File: src/rtl/cotm32_priv_pkg.sv
// Machine-mode privileged definitions shared by the trap path:
// exception/interrupt cause codes, trap FSM states and the mcause builder.
package cotm32_priv_pkg;

    localparam int XLEN  = 32;
    localparam int MXLEN = 32;

    typedef enum logic [4:0] {
        TRAP_INST_ADDR_MISALIGNED  = 5'd0,
        TRAP_ILLEGAL_INST          = 5'd2,
        TRAP_BREAKPOINT            = 5'd3,
        TRAP_LOAD_ADDR_MISALIGNED  = 5'd4,
        TRAP_STORE_ADDR_MISALIGNED = 5'd6,
        TRAP_ECALL_M               = 5'd11
    } trap_cause_t;

    typedef enum logic [4:0] {
        IRQ_M_SOFT    = 5'd3,
        IRQ_M_TIMER   = 5'd7,
        IRQ_M_EXT     = 5'd11,
        IRQ_PLAT_BASE = 5'd16
    } irq_cause_t;

    typedef enum logic {
        IDLE = 1'b0,
        PEND = 1'b1
    } trap_state_t;

    function automatic logic [MXLEN-1:0] mk_mcause(input logic is_irq, input logic [4:0] code);
        mk_mcause = {is_irq, {(MXLEN-6){1'b0}}, code};
    endfunction

endpackage

File: src/rtl/trap_irq_sync.sv
// Multi-flop synchroniser for asynchronous level interrupt lines; all stages
// clear to 0 on reset.
module trap_irq_sync #(
    parameter int WIDTH  = 3,
    parameter int STAGES = 2
) (
    input  logic             i_clk,
    input  logic             i_rst_n,
    input  logic [WIDTH-1:0] i_async,
    output logic [WIDTH-1:0] o_sync
);

    logic [STAGES-1:0][WIDTH-1:0] r_sync;

    always_ff @(posedge i_clk or negedge i_rst_n) begin
        if (!i_rst_n) begin
            r_sync <= '0;
        end else begin
            r_sync[0] <= i_async;
            for (int s = 1; s < STAGES; s++) begin
                r_sync[s] <= r_sync[s-1];
            end
        end
    end

    assign o_sync = r_sync[STAGES-1];

endmodule

File: src/rtl/trap_ctrl.sv
// Registered trap controller: merges execute-stage exceptions with synchronised
// machine interrupts into one prioritised request held until the CSR unit acks.
module trap_ctrl
    import cotm32_priv_pkg::*;
#(
    parameter int N_PLAT_IRQ      = 4,
    parameter int IRQ_SYNC_STAGES = 2,
    localparam int PW             = (N_PLAT_IRQ > 0) ? N_PLAT_IRQ : 1
) (
    input  logic             i_clk,
    input  logic             i_rst_n,
    input  logic             i_inst_valid,
    input  logic [XLEN-1:0]  i_pc,
    input  logic [XLEN-1:0]  i_inst,
    input  logic [XLEN-1:0]  i_ls_addr,
    input  logic             i_illegal_inst,
    input  logic             i_inst_addr_misaligned,
    input  logic             i_ecall_m,
    input  logic             i_ebreak,
    input  logic             i_load_addr_misaligned,
    input  logic             i_store_addr_misaligned,
    input  logic             i_irq_msi,
    input  logic             i_irq_mti,
    input  logic             i_irq_mei,
    input  logic [PW-1:0]    i_irq_plat,
    input  logic             i_mstatus_mie,
    input  logic [MXLEN-1:0] i_mie,
    output logic [MXLEN-1:0] o_mip,
    output logic             o_trap_valid,
    input  logic             i_trap_ack,
    output logic [MXLEN-1:0] o_mcause,
    output logic [MXLEN-1:0] o_mtval,
    output logic [XLEN-1:0]  o_mepc,
    output logic             o_stall
);

    localparam int W = 3 + N_PLAT_IRQ;

    trap_state_t      r_state;
    trap_state_t      w_state_next;
    logic [MXLEN-1:0] r_mcause;
    logic [MXLEN-1:0] r_mtval;
    logic [XLEN-1:0]  r_mepc;

    logic [W-1:0]     w_irq_raw;
    logic [W-1:0]     w_irq_sync;
    logic [MXLEN-1:0] w_mip;
    logic [MXLEN-1:0] w_pend;
    logic [4:0]       w_irq_code;
    logic             w_irq_take;
    logic             w_exc;
    trap_cause_t      w_exc_code;
    logic [MXLEN-1:0] w_exc_tval;
    logic             w_capture;

    // Packed order: bit0 MSI, bit1 MTI, bit2 MEI, bit 3+i platform line i.
    generate
        if (N_PLAT_IRQ > 0) begin : g_plat
            assign w_irq_raw = {i_irq_plat, i_irq_mei, i_irq_mti, i_irq_msi};
        end else begin : g_no_plat
            logic w_unused_plat;
            assign w_irq_raw     = {i_irq_mei, i_irq_mti, i_irq_msi};
            assign w_unused_plat = ^i_irq_plat;
        end
    endgenerate

    trap_irq_sync #(
        .WIDTH  (W),
        .STAGES (IRQ_SYNC_STAGES)
    ) u_irq_sync (
        .i_clk   (i_clk),
        .i_rst_n (i_rst_n),
        .i_async (w_irq_raw),
        .o_sync  (w_irq_sync)
    );

    generate
        for (genvar b = 0; b < MXLEN; b++) begin : g_mip
            if (b == 3) begin : g_msi
                assign w_mip[b] = w_irq_sync[0];
            end else if (b == 7) begin : g_mti
                assign w_mip[b] = w_irq_sync[1];
            end else if (b == 11) begin : g_mei
                assign w_mip[b] = w_irq_sync[2];
            end else if (b >= 16 && b < 16 + N_PLAT_IRQ) begin : g_pl
                assign w_mip[b] = w_irq_sync[b-13];
            end else begin : g_zero
                assign w_mip[b] = 1'b0;
            end
        end
    endgenerate

    assign w_pend = w_mip & i_mie;

    // Lowest priority is assigned first so each later hit overrides it.
    always_comb begin
        w_irq_code = 5'd0;
        for (int i = N_PLAT_IRQ - 1; i >= 0; i--) begin
            if (w_pend[16+i]) w_irq_code = 5'(16 + i);
        end
        if (w_pend[7])  w_irq_code = IRQ_M_TIMER;
        if (w_pend[3])  w_irq_code = IRQ_M_SOFT;
        if (w_pend[11]) w_irq_code = IRQ_M_EXT;
        w_irq_take = i_mstatus_mie & (|w_pend);
    end

    always_comb begin
        w_exc      = 1'b1;
        w_exc_code = TRAP_ILLEGAL_INST;
        w_exc_tval = '0;
        if (i_illegal_inst) begin
            w_exc_tval = i_inst;
        end else if (i_inst_addr_misaligned) begin
            w_exc_code = TRAP_INST_ADDR_MISALIGNED;
            w_exc_tval = i_pc;
        end else if (i_ecall_m) begin
            w_exc_code = TRAP_ECALL_M;
        end else if (i_ebreak) begin
            w_exc_code = TRAP_BREAKPOINT;
        end else if (i_load_addr_misaligned) begin
            w_exc_code = TRAP_LOAD_ADDR_MISALIGNED;
            w_exc_tval = i_ls_addr;
        end else if (i_store_addr_misaligned) begin
            w_exc_code = TRAP_STORE_ADDR_MISALIGNED;
            w_exc_tval = i_ls_addr;
        end else begin
            w_exc = 1'b0;
        end
    end

    assign w_capture = (r_state == IDLE) & i_inst_valid & (w_irq_take | w_exc);

    always_comb begin
        w_state_next = r_state;
        case (r_state)
            IDLE:    if (w_capture)  w_state_next = PEND;
            PEND:    if (i_trap_ack) w_state_next = IDLE;
            default: w_state_next = IDLE;
        endcase
    end

    always_ff @(posedge i_clk or negedge i_rst_n) begin
        if (!i_rst_n) begin
            r_state  <= IDLE;
            r_mcause <= '0;
            r_mtval  <= '0;
            r_mepc   <= '0;
        end else begin
            r_state <= w_state_next;
            if (w_capture) begin
                r_mcause <= w_irq_take ? mk_mcause(1'b1, w_irq_code) : mk_mcause(1'b0, w_exc_code);
                r_mtval  <= w_irq_take ? '0 : w_exc_tval;
                r_mepc   <= i_pc;
            end
        end
    end

    assign o_mip        = w_mip;
    assign o_trap_valid = (r_state == PEND);
    assign o_stall      = (r_state == PEND);
    assign o_mcause     = r_mcause;
    assign o_mtval      = r_mtval;
    assign o_mepc       = r_mepc;

endmodule

File: config.mk
export PLATFORM = sky130hd
export DESIGN_NAME = trap_ctrl
export DESIGN_NICKNAME = d
export VERILOG_FILES = /design/src/rtl/cotm32_priv_pkg.sv /design/src/rtl/trap_irq_sync.sv /design/src/rtl/trap_ctrl.sv
export SDC_FILE = /design/constraint.sdc
export NUM_CORES = 1
export LEC_CHECK = 0
export CAP_MARGIN = 30
export CORE_AREA = 3 3 107 109
export DETAILED_ROUTE_END_ITERATION = 10
export DIE_AREA = 0 0 110 112
export DONT_BUFFER_PORTS = 1
export GPL_TIMING_DRIVEN = 0
export HOLD_SLACK_MARGIN = 0.02
export PLACE_DENSITY = 0.57
export SYNTH_ARGS = -nofsm -noshare
export SYNTH_HDL_FRONTEND = slang
export SYNTH_HIERARCHICAL = 1
export SYNTH_SLANG_ARGS = --single-unit
File: constraint.sdc
create_clock -name i_clk -period 2.5 [get_ports i_clk]
set_input_delay 0.75 -clock i_clk [delete_from_list [all_inputs] [get_ports i_clk]]
set_output_delay 0.75 -clock i_clk [all_outputs]
set_load 0.05 [all_outputs]
==> results.json, run 1 <==
{
  "synth_fa_ha_area_share_pct": 0,
  "synth-edff-count": 0,
  "worst_slew_pin_slew_ps": 649,
  "synth_cell_types": 39,
  "synth_xor_area_share_pct": 0,
  "drv_slew": 0,
  "synth_top_cells_by_count": "dfrtp_1 (85), buf_4 (60), o2bb2ai_1 (33)",
  "clock_skew_ps": 4.62,
  "ys.flop_type": "dfrtp_1",
  "dpl.hpwl_um": 8460,
  "ys_ff_latch": 85,
  "max_freq_mhz": 427,
  "vdd_drop_max_v": 0.000471,
  "ys_seq_area_share_pct": 53.3,
  "dpl_cell_area_um2": 4350,
  "dr_total_vias": 2848,
  "initial_utilization_pct": 37.3,
  "drc": 0,
  "synth_cells": 318,
  "worst_setup_path_start_kind": "input pin",
  "area_growth_pct": 15.6,
  "cp_slowest_cell": "or4_1",
  "synth_top_family_by_area": "compound AO/OA/AOI/OAI gates",
  "drive_gt1_share_pct": 30.5,
  "insertion_delay_ps": 360,
  "pwr-share-clk_pct": 22.8,
  "place_congestion": 0.745,
  "crit_arrival_ps": 2630,
  "cts_tree": "yes",
  "multi_input_area_um2": 1480,
  "fin_crit_sh_pct": 93.7,
  "async_flop_share_pct": 100,
  "yosysTopAreaCell": "dfrtp_1",
  "ant_nets": 0,
  "seq_power_share_pct": 59.8,
  "grt_overflow": 0,
  "wl_per_cell_um": 21.6,
  "max_slew_margin_pct": 56.8,
  "first_global_vias": 2887,
  "netlist.area_leader.share_pct": 53.3,
  "end_kind": "flip-flop",
  "cts-buffers-inserted": 9,
  "yosysWarnings": 6,
  "cts.sinks": 85,
  "synth-compound-area-share_pct": 19.0,
  "seqCellArea_um2": 2130,
  "synthSimpleGateAreaFrac_pct": 3.92,
  "drtIter0Drc": 154,
  "status": "finished clean",
  "netlist_area_um2": 3990,
  "totalWireLength_um": 11400,
  "finalWorstSetupSlack_ps": 158,
  "synth.top_cells.by_area": "dfrtp_1 (53%), buf_4 (11%), mux2_2 (8.2%), a222oi_1 (8.0%), o2bb2ai_1 (7.2%)",
  "dieWidth_um": 110,
  "cts-hold-fix-buffers": 0,
  "grt_use_total_pct": 18.5,
  "cellPowerDensity_nw_per_um2": 1080,
  "rsz0062_at_grt": "no",
  "synthMuxAreaShare_pct": 9.28,
  "final_area_um2": 4610,
  "die-area_um2": 12300,
  "rows": 38,
  "antenna_cells": 0,
  "dp_slack_ps": -494,
  "fin_crit_ps": 2340,
  "power_frac_comb_pct": 17.4,
  "hold_viol_final": 0,
  "h-tree-depth": 3,
  "critPathMaxFanout": 10,
  "yosysMostFrequentCell": "dfrtp_1",
  "numPortBuffers": 0,
  "p_sw_mw": 2.31,
  "p_leak_nw": 2.10,
  "switching_share_pct": 46.4,
  "firstDrtPassIters": 7,
  "grt_max_degree": 86,
  "p_int_mw": 2.67,
  "cp_cell_sequence": "or4_1 > nor2_1 > clkbuf_1 > a222oi_1 > o2bb2ai_1",
  "path_clk_slew_ps": 90,
  "hold_path.class": "in -> async",
  "fin_total_pwr_mw": 4.99,
  "clock_path_buffers": 2,
  "antenna_found_initial": 0,
  "post_drt_via_cell_ratio": 5.40,
  "reg2regPathDepth": 7,
  "nFillCells": 1025,
  "required_ps": 2780,
  "pin_count": 276,
  "path_class": "in -> reg",
  "grt_first_pass_wirelength_um": 16700,
  "cts-root-buf": "clkbuf_8",
  "nets": 528,
  "core_area_um2": 10700,
  "setup_viol": 0,
  "slowest_delay_ps": 560,
  "die_h_um": 112,
  "syn_avg_cell_area_um2": 12.5,
  "drv_cap": 0
}
==> cells by family (layout without fill, tap and decap cells) <==
group	Yosys count	in the layout
AOI/OAI and AO/OA	85	85
DFF	85	85
buffers and inverters	83	102
muxes	33	33
and+or+nand+nor	31	31
other	1	51
==> per-layer routing <==
| layer | vias up | track usage, % | wire length [um] |
|---|---|---|---|
| met5 | - | 0 | 0 |
| met4 | 0 | 6.32 | 132 |
| met3 | 9 | 7.77 | 1570 |
| li1 | 1242 | - | - |
| met1 | 1404 | 21.7 | 4010 |
| met2 | 193 | 30.1 | 5690 |
==> per-stage QoR <==
step / setup TNS [ps] / util [%] / std cells / hold WS [ps]
finish: 0 / 43.1 / 527 / 70.3
global route: 0 / 43.1 / 527 / 39.0
CTS: 0 / 43.0 / 526 / 53.1
detailed placement: -25680 / 40.7 / 508 / 335
global placement: -25550 / 40.7 / 508 / 331
floorplan: 0 / - / 368 / 331
==> critical path, delay by kind of cell <==
family / cells / cell delay [ps]
AO/OA/AOI/OAI: 2 / 410
buffers and inverters: 1 / 450
AND/OR/NAND/NOR: 2 / 1010
==> worst paths after layout <==
kind	slack (ps)	to	start
setup reg to reg	190	o_mepc[2]	u_irq_sync/o_sync[0]
min in group i_clk	350	u_irq_sync/o_sync[6]	u_irq_sync/r_sync[6]
setup / recovery	160	o_mtval[11]	i_ecall_m
hold / removal	70	o_mtval[15]	i_rst_n
max in group asynchronous	2270	o_mtval[21]	i_rst_n
hold reg to reg	350	u_irq_sync/o_sync[6]	u_irq_sync/r_sync[6]
==> area by class of cell <==
cell class | count | share of cell area, %
sequential | 85 | 46.1
multi-input combinational | 200 | 32.0
buffer | 79 | 12.2
tap | 140 | 3.80
clock buffer | 11 | 3.28
clock inverter | 5 | 1.79
timing repair buffer | 3 | 0.488
inverter | 4 | 0.325
==> registers in the layout, indices dropped and copies added, names as in the netlist <==
name,cells
u_irq_sync/o_sync,7
o_mcause,6
u_irq_sync/r_sync,7
o_mtval,32
o_mepc,32
o_stall,1
==> cell usage in the layout, fill, tap and decap left out, types with 2 or more instances in the layout <==
cell,n
bufinv_16,2
buf_6,6
a21oi_1,2
nor2_1,8
a222oi_1,32
clkbuf_1,13
a22oi_1,3
a221oi_1,2
mux2_1,3
conb_1,51
nor4_1,2
and2_1,2
o21ai_0,2
clkinv_4,2
inv_1,4
dfrtp_1,85
mux2_2,29
buf_4,62
a31oi_1,2
nand2_1,8
o2bb2ai_1,33
nor2b_1,2
or2_2,2
clkbuf_8,11
==> repair_timing <==
action | CTS | global route
setup buffers | 2 | 1
setup endpoints to repair | 65 | 20
pin swaps | 1 | 2
gates resized for setup | 1 | 1
==> power by group through the flow <==
stage / sequential, mW / clock, mW / combinational (mW)
after global routing: 3.03 / 1.23 / 0.947
final: 2.98 / 1.14 / 0.867
after detailed placement: 3.02 / 0 / 0.866
after floorplan: 2.92 / 0 / 0.751
after global placement: 3.02 / 0 / 0.845
after CTS: 2.99 / 1.16 / 0.868
No activity file was read; power rests on OpenSTA's default activity.
==> run 2, diff against run 1 <==
--- a/config.mk
+++ b/config.mk
@@ -13,6 +13,7 @@
 export GPL_TIMING_DRIVEN = 0
 export HOLD_SLACK_MARGIN = 0.02
 export PLACE_DENSITY = 0.57
+export REMOVE_ABC_BUFFERS = 1
 export SYNTH_ARGS = -nofsm -noshare
 export SYNTH_HDL_FRONTEND = slang
 export SYNTH_HIERARCHICAL = 1
==> results.json, run 2 (synthesis results as in run 1) <==
{
  "fin_crit_ps": 2310,
  "worst_setup_path_start_kind": "flip-flop",
  "rrSetupSlack_ps": 190,
  "met3_length_um": 995,
  "cts-hold-fix-buffers": 0,
  "wl_met2_um": 5060,
  "seq_power_share_pct": 63.2,
  "switching_share_pct": 46.9,
  "p_leak_nw": 1.77,
  "area_growth_pct": 4.80,
  "highest_layer": "met4",
  "cts-root-buf": "clkbuf_8",
  "finalWorstSetupSlack_ps": 190,
  "core_area_um2": 10700,
  "hold_path.class": "in -> async",
  "dp_slack_ps": -872,
  "rsz0062_at_grt": "no",
  "cts-buffers-inserted": 9,
  "totalWireLength_um": 9810,
  "nets": 455,
  "power_frac_comb_pct": 15.5,
  "drv_slew": 0,
  "dpl.hpwl_um": 6910,
  "vdd_drop_max_v": 0.000583,
  "setup_viol": 0,
  "met1_length_um": 3590,
  "initial_utilization_pct": 37.3,
  "nFillCells": 1028,
  "placed_cells": 433,
  "fin_cells": 452,
  "numPortBuffers": 0,
  "p_sw_mw": 2.24,
  "pin_count": 276,
  "cp_cell_sequence": "a222oi_1 > buf_4 > a31oi_2 > nor2_4 > buf_12 > mux2_2",
  "grt_overflow": 0,
  "first_global_vias": 2615,
  "drtIter0Drc": 268,
  "pwr-share-clk_pct": 21.3,
  "layout_common_cells": "dfrtp_1 (84), conb_1 (51), o2bb2ai_1 (33), a222oi_1 (32), mux2_2 (29)",
  "required_ps": 2750,
  "die_h_um": 112,
  "cp_top_family": "flip-flops",
  "place_congestion": 0.788,
  "grt_max_degree": 86,
  "dr_total_vias": 2602,
  "slowest_delay_ps": 600,
  "rows": 38,
  "path_clk_slew_ps": 80,
  "cts_tree": "yes",
  "die-area_um2": 12300,
  "drc": 0,
  "dieWidth_um": 110,
  "end_kind": "flip-flop",
  "status": "finished clean",
  "antenna_cells": 0,
  "fin_crit_sh_pct": 92.4,
  "wl_per_cell_um": 21.7,
  "p_int_mw": 2.54,
  "cts.sinks": 85,
  "antenna_found_initial": 0,
  "cp_num_buf_inv": 2,
  "post_drt_via_cell_ratio": 5.76,
  "h-tree-depth": 3,
  "crit_arrival_ps": 2560,
  "grt_first_pass_wirelength_um": 14200,
  "clock_skew_ps": 5.50,
  "cellPowerDensity_nw_per_um2": 1140,
  "clock_path_buffers": 2,
  "critPathMaxFanout": 36,
  "ant_nets": 0,
  "layout_commonest_cell": "dfrtp_1",
  "drive_gt1_share_pct": 20.8,
  "max_slew_margin_pct": 51.3,
  "worst_slew_pin_slew_ps": 730,
  "path_class": "reg -> reg",
  "grt_use_total_pct": 15.6,
  "insertion_delay_ps": 360,
  "firstDrtPassIters": 8,
  "max_freq_mhz": 433,
  "drv_cap": 0,
  "hold_viol_final": 0,
  "cp_slowest_cell": "dfrtp_1"
}
[run 2: what timing repair did]
action	4_1_cts	5_1_grt
setup buffers	3	1
pin swaps	2	1
gates resized for setup	6	3
setup endpoints to repair	67	38
gates cloned	1	0
[run 2: through the flow]
step	util [%]	hold WS (ps)	cell area, um2	total power, mW	setup TNS [ps]
6_report	39.1	77.1	4180	4.77	0
5_1_grt	39.1	29.4	4180	5.00	0
4_1_cts	38.9	42.9	4160	4.83	0
3_5_place_dp	36.5	344	3910	3.76	-40820
3_3_place_gp	35.5	332	3790	3.72	-226760
2_1_floorplan	-	331	3620	3.56	-125360
[run 2: cell type report]
cell class | instances | area (um2) | area share, %
Clock buffer | 9 | 124 | 2.96
Clock inverter | 5 | 77.6 | 1.86
Inverter | 4 | 15.0 | 0.359
Multi-Input combinational cell | 201 | 1530 | 36.6
Sequential cell | 85 | 2130 | 50.9
Tap cell | 140 | 175 | 4.19
Timing Repair Buffer | 8 | 133 | 3.17
[run 2: worst paths after layout]
| check | start | to | cells past startpoint |
|---|---|---|---|
| worst max-delay path | u_irq_sync/o_sync[2] | o_mepc[9] | 6 |
| worst min-delay path | i_rst_n | o_mtval[2] | 0 |
| worst max register to register | u_irq_sync/o_sync[2] | o_mepc[9] | 6 |
| worst min register to register | u_irq_sync/r_sync[6] | u_irq_sync/o_sync[6] | 0 |
| max in group asynchronous | i_rst_n | o_mepc[9] | 0 |
| min in group i_clk | u_irq_sync/r_sync[6] | u_irq_sync/o_sync[6] | 0 |
[run 2: metal layers]
layer  up-vias  global-route usage [%]
li1       1089                       -
met1      1317                    18.1
met2       184                    26.0
met3        12                    5.33
met4         0                    6.48
met5         -                       0
[run 2: power groups by stage]
stage	logic [mW]	clock network, mW	registers [mW]
after floorplan	0.595	0	2.96
after CTS	0.737	1.07	3.02
after global routing	0.803	1.14	3.06
after detailed placement	0.707	0	3.05
final	0.738	1.02	3.02
after global placement	0.672	0	3.05
==> run 3, diff against run 2 <==
--- a/config.mk
+++ b/config.mk
@@ -5,7 +5,7 @@
 export SDC_FILE = /design/constraint.sdc
 export NUM_CORES = 1
 export LEC_CHECK = 0
-export CAP_MARGIN = 30
+export CAP_MARGIN = 20
 export CORE_AREA = 3 3 107 109
 export DETAILED_ROUTE_END_ITERATION = 10
 export DIE_AREA = 0 0 110 112
==> constraint.sdc (replaced) <==
create_clock -name i_clk -period 2.2 [get_ports i_clk]
set_input_delay 0.66 -clock i_clk [delete_from_list [all_inputs] [get_ports i_clk]]
set_output_delay 0.66 -clock i_clk [all_outputs]
set_load 0.05 [all_outputs]
==> results.json, run 3 (synthesis results as in run 1) <==
{
  "cts-buffers-inserted": 9,
  "fin_crit_ps": 2120,
  "clock_path_buffers": 2,
  "post_drt_via_cell_ratio": 5.71,
  "worst_setup_path_start_kind": "flip-flop",
  "rows": 38,
  "status": "finished with violations",
  "place_congestion": 0.788,
  "crit_arrival_ps": 2370,
  "layout_commonest_cell": "dfrtp_1",
  "required_ps": 2450,
  "grt_first_pass_wirelength_um": 14400,
  "first_global_vias": 2622,
  "dpl_cell_area_um2": 3910,
  "initial_utilization_pct": 37.3,
  "core_area_um2": 10700,
  "nFillCells": 1011,
  "p_leak_nw": 1.82,
  "cellPowerDensity_nw_per_um2": 1280,
  "path_class": "reg -> reg",
  "fin_total_pwr_mw": 5.49,
  "layout_common_cells": "dfrtp_1 (79), conb_1 (51), o2bb2ai_1 (33), a222oi_1 (32), mux2_2 (29)",
  "totalWireLength_um": 10000,
  "antenna_found_initial": 0,
  "max_freq_mhz": 471,
  "insertion_delay_ps": 360,
  "cts-root-buf": "clkbuf_8",
  "antenna_cells": 0,
  "max_slew_margin_pct": 51.6,
  "path_clk_slew_ps": 80,
  "fin_crit_sh_pct": 96.5,
  "numPortBuffers": 0,
  "drv_slew": 0,
  "firstDrtPassIters": 9,
  "multi_input_area_um2": 1540,
  "cts.sinks": 85,
  "final_area_um2": 4290,
  "drtIter0Drc": 320,
  "vdd_drop_max_v": 0.000666,
  "hold_path.class": "in -> async",
  "ant_nets": 0,
  "grt_use_total_pct": 16.0,
  "dpl.hpwl_um": 6910,
  "wl_per_cell_um": 21.8,
  "cts_tree": "yes",
  "drv_cap": 0,
  "setup_viol": 0,
  "failed_checks": "negative hold slack",
  "clock_skew_ps": 5.91,
  "dp_slack_ps": -1110,
  "whs_ps": -13.9,
  "end_kind": "flip-flop",
  "drc": 0,
  "hold_viol_final": 83,
  "die-area_um2": 12300,
  "pin_count": 276,
  "die_h_um": 112,
  "drive_gt1_share_pct": 24.1,
  "worst_slew_pin_slew_ps": 723,
  "grt_max_degree": 86,
  "dieWidth_um": 110,
  "area_growth_pct": 7.43,
  "dr_total_vias": 2623,
  "critPathMaxFanout": 18,
  "finalWorstSetupSlack_ps": 76.4,
  "rsz0062_at_grt": "yes",
  "seqCellArea_um2": 2130,
  "grt_overflow": 0,
  "nets": 462,
  "h-tree-depth": 3
}
## run 3: area by class of cell
class / instances / area share (%)
well taps: 140 / 4.09
flip-flops and latches: 85 / 49.8
repair buffers: 15 / 5.08
inverters: 4 / 0.350
clock inverters: 5 / 1.81
clock buffers: 9 / 2.89
multi-input cells: 201 / 36.0
## run 3: path summary, 6_finish.rpt
check,cells past startpoint,startpoint,slack [ps],to
worst max register to register,7,u_irq_sync/o_sync[0],80,o_mepc[22]
min in group i_clk,0,i_irq_plat[0],320,u_irq_sync/r_sync[3]
worst min-delay path,0,i_rst_n,-10,o_mcause[4]
worst min register to register,0,u_irq_sync/r_sync[6],360,u_irq_sync/o_sync[6]
max in group asynchronous,0,i_rst_n,2110,o_mepc[3]
worst max-delay path,7,u_irq_sync/o_sync[0],80,o_mepc[22]
## run 3: routing by layer
metal | wire, um | global-route usage [%] | vias to the layer above
li1 | - | - | 1098
met1 | 3680 | 18.5 | 1317
met2 | 5160 | 26.9 | 196
met3 | 1020 | 5.33 | 12
met4 | 163 | 6.15 | 0
met5 | 0 | 0 | -
## run 3: per-stage QoR
| stage | setup TNS [ps] | cells | util [%] |
|---|---|---|---|
| CTS | -15.7 | 455 | 39.8 |
| detailed placement | -57840 | 433 | 36.5 |
| global placement | -241720 | 429 | 35.5 |
| finish | 0 | 459 | 40.1 |
| global route | -31.7 | 459 | 40.1 |
| floorplan | -139010 | 289 | - |
## run 3: report_power, final
group          internal (mW)  switching, mW  total, mW
registers               1.89           1.54       3.43
logic                  0.414          0.489      0.903
clock network          0.622          0.537       1.16
total                   2.93           2.56       5.49
## run 3: repair_timing
action,4_1_cts,5_1_grt
hold endpoints to repair,85,85
pin swaps,3,4
resized for setup,15,2
gates cloned,2,0
setup endpoints to repair,69,34
setup buffers,6,4
## run 3: worst max-delay path, stage by stage, from the launching register on
cell and delay (ps):
dfrtp_2 530, a222oi_1 340, buf_4 180, a31oi_4 120, nor2_4 190, buf_4 160, buf_16 150, mux2_1 330
